$ cat config.mk
export PLATFORM = sky130hd
export DESIGN_NAME = req_ack_responder_flat
export DESIGN_NICKNAME = d
export VERILOG_FILES = /design/src/rtl/req_ack_responder_if.sv /design/src/rtl/req_ack_responder.sv /design/src/flat_wrapper.sv
export SDC_FILE = /design/constraint.sdc
export NUM_CORES = 1
export LEC_CHECK = 0
export CORE_MARGIN = 4
export CORE_UTILIZATION = 30
export CTS_CLUSTER_DIAMETER = 60
export DETAILED_ROUTE_END_ITERATION = 7
export PLACE_DENSITY = 0.62
export SLEW_MARGIN = 20
export SYNTH_ARGS = -nofsm -noshare
export SYNTH_HDL_FRONTEND = slang
export SYNTH_SLANG_ARGS = --single-unit
$ cat constraint.sdc
create_clock -name clk -period 3.3 [get_ports clk]
set_input_delay 0.825 -clock clk [delete_from_list [all_inputs] [get_ports clk]]
set_output_delay 0.825 -clock clk [all_outputs]
set_load 0.01 [all_outputs]
$ cat src/rtl/req_ack_responder_if.sv
// Handshake bundle between an initiator and the req/ack responder.
// The master side drives requests and interrupts; the slave side answers.
interface req_ack_responder_if #(
    parameter int TAG_W = 4,
    parameter int CNT_W = 16
);
    logic             req;
    logic [TAG_W-1:0] req_tag;
    logic             interrupt;
    logic             ack;
    logic [TAG_W-1:0] ack_tag;
    logic             busy;
    logic [CNT_W-1:0] ack_cnt;
    logic [CNT_W-1:0] abort_cnt;

    modport master (
        output req, req_tag, interrupt,
        input  ack, ack_tag, busy, ack_cnt, abort_cnt
    );

    modport slave (
        input  req, req_tag, interrupt,
        output ack, ack_tag, busy, ack_cnt, abort_cnt
    );
endinterface

$ cat src/rtl/req_ack_responder.sv
// Responder end of the req/ack protocol: every request is acknowledged LATENCY
// ticks later with its tag; an interrupt drops everything still in flight.
module req_ack_responder #(
    parameter int LATENCY = 1,
    parameter int TAG_W   = 4,
    parameter int CNT_W   = 16
) (
    input  logic               clk,
    input  logic               rst_n,
    req_ack_responder_if.slave bus
);

    if (LATENCY < 1) begin : g_bad_latency
        $error("req_ack_responder: LATENCY must be >= 1");
    end

    // The last pipeline stage is the output register; its entry is being
    // delivered this tick and is never counted as dropped by an interrupt.
    localparam logic [LATENCY-1:0] OUT_BIT = LATENCY'(1) << (LATENCY - 1);
    localparam logic [CNT_W-1:0]   CNT_MAX = '1;

    logic [LATENCY-1:0]            vld_q, vld_d;
    logic [LATENCY-1:0][TAG_W-1:0] tag_q, tag_d;
    logic [CNT_W-1:0]              ack_cnt_q, ack_cnt_d;
    logic [CNT_W-1:0]              abort_cnt_q, abort_cnt_d;
    logic                          dropped;

    // Invalid stages carry a zero tag so ack_tag reads 0 whenever ack is low.
    always_comb begin
        vld_d = '0;
        tag_d = '0;
        if (!bus.interrupt) begin
            vld_d[0] = bus.req;
            tag_d[0] = bus.req ? bus.req_tag : '0;
            for (int i = 1; i < LATENCY; i++) begin
                vld_d[i] = vld_q[i-1];
                tag_d[i] = tag_q[i-1];
            end
        end
    end

    assign dropped = bus.interrupt && (bus.req || (|(vld_q & ~OUT_BIT)));

    always_comb begin
        ack_cnt_d   = ack_cnt_q;
        abort_cnt_d = abort_cnt_q;
        if (vld_q[LATENCY-1] && (ack_cnt_q != CNT_MAX)) begin
            ack_cnt_d = ack_cnt_q + 1'b1;
        end
        if (dropped && (abort_cnt_q != CNT_MAX)) begin
            abort_cnt_d = abort_cnt_q + 1'b1;
        end
    end

    // NOTE: state registers use non-blocking assignments so every stage samples
    // the pre-edge value of its neighbour; the tag pipeline is reset too, since
    // it is only LATENCY entries and must read zero straight out of reset.
    always_ff @(posedge clk or negedge rst_n) begin
        if (!rst_n) begin
            vld_q       <= '0;
            tag_q       <= '0;
            ack_cnt_q   <= '0;
            abort_cnt_q <= '0;
        end else begin
            vld_q       <= vld_d;
            tag_q       <= tag_d;
            ack_cnt_q   <= ack_cnt_d;
            abort_cnt_q <= abort_cnt_d;
        end
    end

    assign bus.ack       = vld_q[LATENCY-1];
    assign bus.ack_tag   = tag_q[LATENCY-1];
    assign bus.busy      = |vld_q;
    assign bus.ack_cnt   = ack_cnt_q;
    assign bus.abort_cnt = abort_cnt_q;

endmodule

$ cat src/flat_wrapper.sv
// flat-port wrapper written by rule: the top's interface ports become plain ports
module req_ack_responder_flat 
#(
    parameter int LATENCY = 1,
    parameter int TAG_W   = 4,
    parameter int CNT_W   = 16
)
  (clk, rst_n, bus_req, bus_req_tag, bus_interrupt, bus_ack, bus_ack_tag, bus_busy, bus_ack_cnt, bus_abort_cnt);
  req_ack_responder_if #(.TAG_W(TAG_W), .CNT_W(CNT_W)) bus_i ();
  input  logic clk;
  input  logic rst_n;
  input wire logic [$bits(bus_i.req)-1:0] bus_req;
  input wire logic [$bits(bus_i.req_tag)-1:0] bus_req_tag;
  input wire logic [$bits(bus_i.interrupt)-1:0] bus_interrupt;
  output wire logic [$bits(bus_i.ack)-1:0] bus_ack;
  output wire logic [$bits(bus_i.ack_tag)-1:0] bus_ack_tag;
  output wire logic [$bits(bus_i.busy)-1:0] bus_busy;
  output wire logic [$bits(bus_i.ack_cnt)-1:0] bus_ack_cnt;
  output wire logic [$bits(bus_i.abort_cnt)-1:0] bus_abort_cnt;
  assign bus_i.req = bus_req;
  assign bus_i.req_tag = bus_req_tag;
  assign bus_i.interrupt = bus_interrupt;
  assign bus_ack = bus_i.ack;
  assign bus_ack_tag = bus_i.ack_tag;
  assign bus_busy = bus_i.busy;
  assign bus_ack_cnt = bus_i.ack_cnt;
  assign bus_abort_cnt = bus_i.abort_cnt;
  req_ack_responder #(.LATENCY(LATENCY), .TAG_W(TAG_W), .CNT_W(CNT_W)) u_core (.clk(clk), .rst_n(rst_n), .bus(bus_i));
endmodule
==> flow_summary.json <==
{
  "grt_pass1_wl_um": 6740,
  "ys.flop_type": "dfrtp_1",
  "yosysTopAreaCellShare_pct": 51.6,
  "arrival_ps": 2450,
  "dp_hpwl_um": 2820,
  "worst_slack_ps": 1020,
  "drc": 0,
  "die_area_um2": 7290,
  "route.vias.total": 1364,
  "rows": 27,
  "coreArea_um2": 5640,
  "ys_types": 37,
  "cts_max_level": 2,
  "grtUsageTotal_pct": 11.4,
  "met2_usage_pct": 17.9,
  "synth.area.top_cells": "dfrtp_1 52%, xnor2_1 5.4%, xor2_1 5.4%",
  "crit_type": "in -> reg",
  "io_buffers": 45,
  "end_kind": "flip-flop",
  "dp.cells": 273,
  "instances_no_fill": 280,
  "period_minus_slack_ps": 2280,
  "fin_nets": 218,
  "wl_per_cell_um": 13.8,
  "syn_avg_cell_area_um2": 11.3,
  "path_clk_slew_ps": 70,
  "period_share_pct": 69.1,
  "cts_max_path_buffers": 2,
  "ctsHoldBuffers": 0,
  "grt_max_degree": 38,
  "yosysSeqAreaShare_pct": 51.6,
  "numCtsBuffers": 5,
  "postRouteAntennaNets": 0,
  "outcome": "finished, final reports clean",
  "drt-total-wl_um": 3870,
  "use_met1_pct": 14.7,
  "first_iter_violations": 69,
  "cts_tree": "built",
  "rsz0062_at_grt": "no",
  "initial_core_util_pct": 31.8,
  "worst_setup_path_start_kind": "primary input",
  "worst_slew_margin_rel_pct": 45.0,
  "async_flop_share_pct": 100,
  "post_cts_buffers": 0,
  "drv_cap": 0,
  "post_dp_cell_area_um2": 2300,
  "cts.sink_count": 37,
  "dr.pass1.iters": 4,
  "dieHeight_um": 85.4,
  "fill_cells": 543,
  "final_area_um2": 2390,
  "required_ps": 3470,
  "fin_skew_ps": 3.62,
  "p_leak_nw": 1.03,
  "use_met3_pct": 4.17,
  "antenna_cells": 0,
  "ys_ff_latch": 37,
  "area_delta_synth_final_pct": 33.0,
  "gr-total-overflow": 0,
  "place_congestion": 0.785,
  "synth_warnings": 0,
  "max_freq_mhz": 439,
  "tightest_slew_ps": 825,
  "cts-root-buf": "clkbuf_8",
  "drive_gt1_share_pct": 9.13,
  "syn-cell-area_um2": 1800,
  "yosysMostFrequentCell": "dfrtp_1",
  "yosysTopAreaCell": "dfrtp_1",
  "io-pin-count": 46,
  "syn_nets": 169,
  "synth_edf_count": 0,
  "cts_resized": 0,
  "hold_class": "reg -> reg",
  "top_usage_layer": "met2",
  "setup_violations": 0,
  "vdd_drop_max_mv": 0.324,
  "postLayoutCoreUtil_pct": 42.3,
  "drv_slew": 0,
  "synth_common_cells": "37 x dfrtp_1, 13 x nand2_1, 11 x nand4_1, 11 x xnor2_1, 11 x xor2_1",
  "finalHoldViolations": 0,
  "die_w_um": 85.4,
  "syn_inst": 159,
  "vias_per_cell": 4.87,
  "antenna_found_initial": 0,
  "finalSetupTns_ps": 0,
  "cp_max_fo": 5,
  "power.density_nw_per_um2": 554,
  "clk_latency_ps": 280,
  "first_global_vias": 1399,
  "dp_slack_ps": 733
}
-- registers in the layout, indices dropped and copies added, names as in the netlist --
name and count:
u_core.bus.ack_tag 4, u_core.bus.ack 1, u_core.bus.abort_cnt 16, u_core.bus.ack_cnt 16
-- through the flow --
stage	power, mW	hold slack [ps]
after floorplan	0.798	526
after global placement	1.01	489
after detailed placement	1.02	497
after CTS	1.34	507
after global routing	1.40	542
final	1.32	505
-- path summary, 6_finish.rpt --
path                                       endpoint                      from  slack (ps)  depth (start not counted)
max in group asynchronous   u_core.bus.abort_cnt[5]                     rst_n        2150                          1
hold reg to reg              u_core.bus.ack_cnt[14]    u_core.bus.ack_cnt[14]         510                          1
setup / recovery           u_core.bus.abort_cnt[12]             bus_interrupt        1020                          5
setup reg to reg            u_core.bus.abort_cnt[6]  u_core.bus.abort_cnt[12]        1580                          4
hold / removal               u_core.bus.ack_cnt[14]    u_core.bus.ack_cnt[14]         510                          1
min in group asynchronous     u_core.bus.ack_cnt[7]                     rst_n         640                          1
-- critical path, cell delays in order --
cell and delay, ps:
clkdlybuf4s50_1 510, nand4_1 230, or3_4 430, nor2_1 120, mux2_2 340
-- area by class of cell --
type	count	area (µm²)	area share (%)
Clock buffer	7	86.3	3.62
Timing Repair Buffer	45	445	18.7
Multi-Input combinational cell	116	828	34.7
Sequential cell	37	926	38.8
Tap cell	72	90.1	3.77
Inverter	3	11.3	0.472
-- logic make-up (layout without fill, tap and decap cells) --
| group | count (synthesis) | in the layout | synth area share (%) |
|---|---|---|---|
| XOR/XNOR | 22 | 22 | 10.7 |
| AO/OA/AOI/OAI | 18 | 18 | 6.48 |
| flip-flops | 37 | 37 | 51.6 |
| AND/OR/NAND/NOR | 70 | 70 | 24.8 |
| multiplexers | 4 | 4 | 2.72 |
| buffers and inverters | 6 | 55 | 2.30 |
| adder cells (fa/ha/maj) | 2 | 2 | 1.39 |
-- placed cells by master, fill, tap and decap left out, drive strengths merged, types with 4 or more instances in the layout --
cell type and count:
clkdlybuf4s50 44, dfrtp 37, nand2 13, nand4 13, xnor2 11, xor2 11
nand3 10, nor2 9, clkbuf 7, and2 6, a21oi 5, and3 5
a31oi 4, mux2 4
-- layer usage --
layer  part of all wire, %  routed length [µm]
met5                     0                   0
met4                  0.85                  33
met3                   5.9                 229
met2                    48                1850
met1                    46                1760
-- where the power goes --
part | internal, mW | switching, mW | leakage, nW
Clock | 0.166 | 0.153 | 0.0443
Combinational | 0.212 | 0.156 | 0.491
Sequential | 0.529 | 0.107 | 0.493
Total | 0.907 | 0.416 | 1.03
No activity file was read; power rests on OpenSTA's default activity.
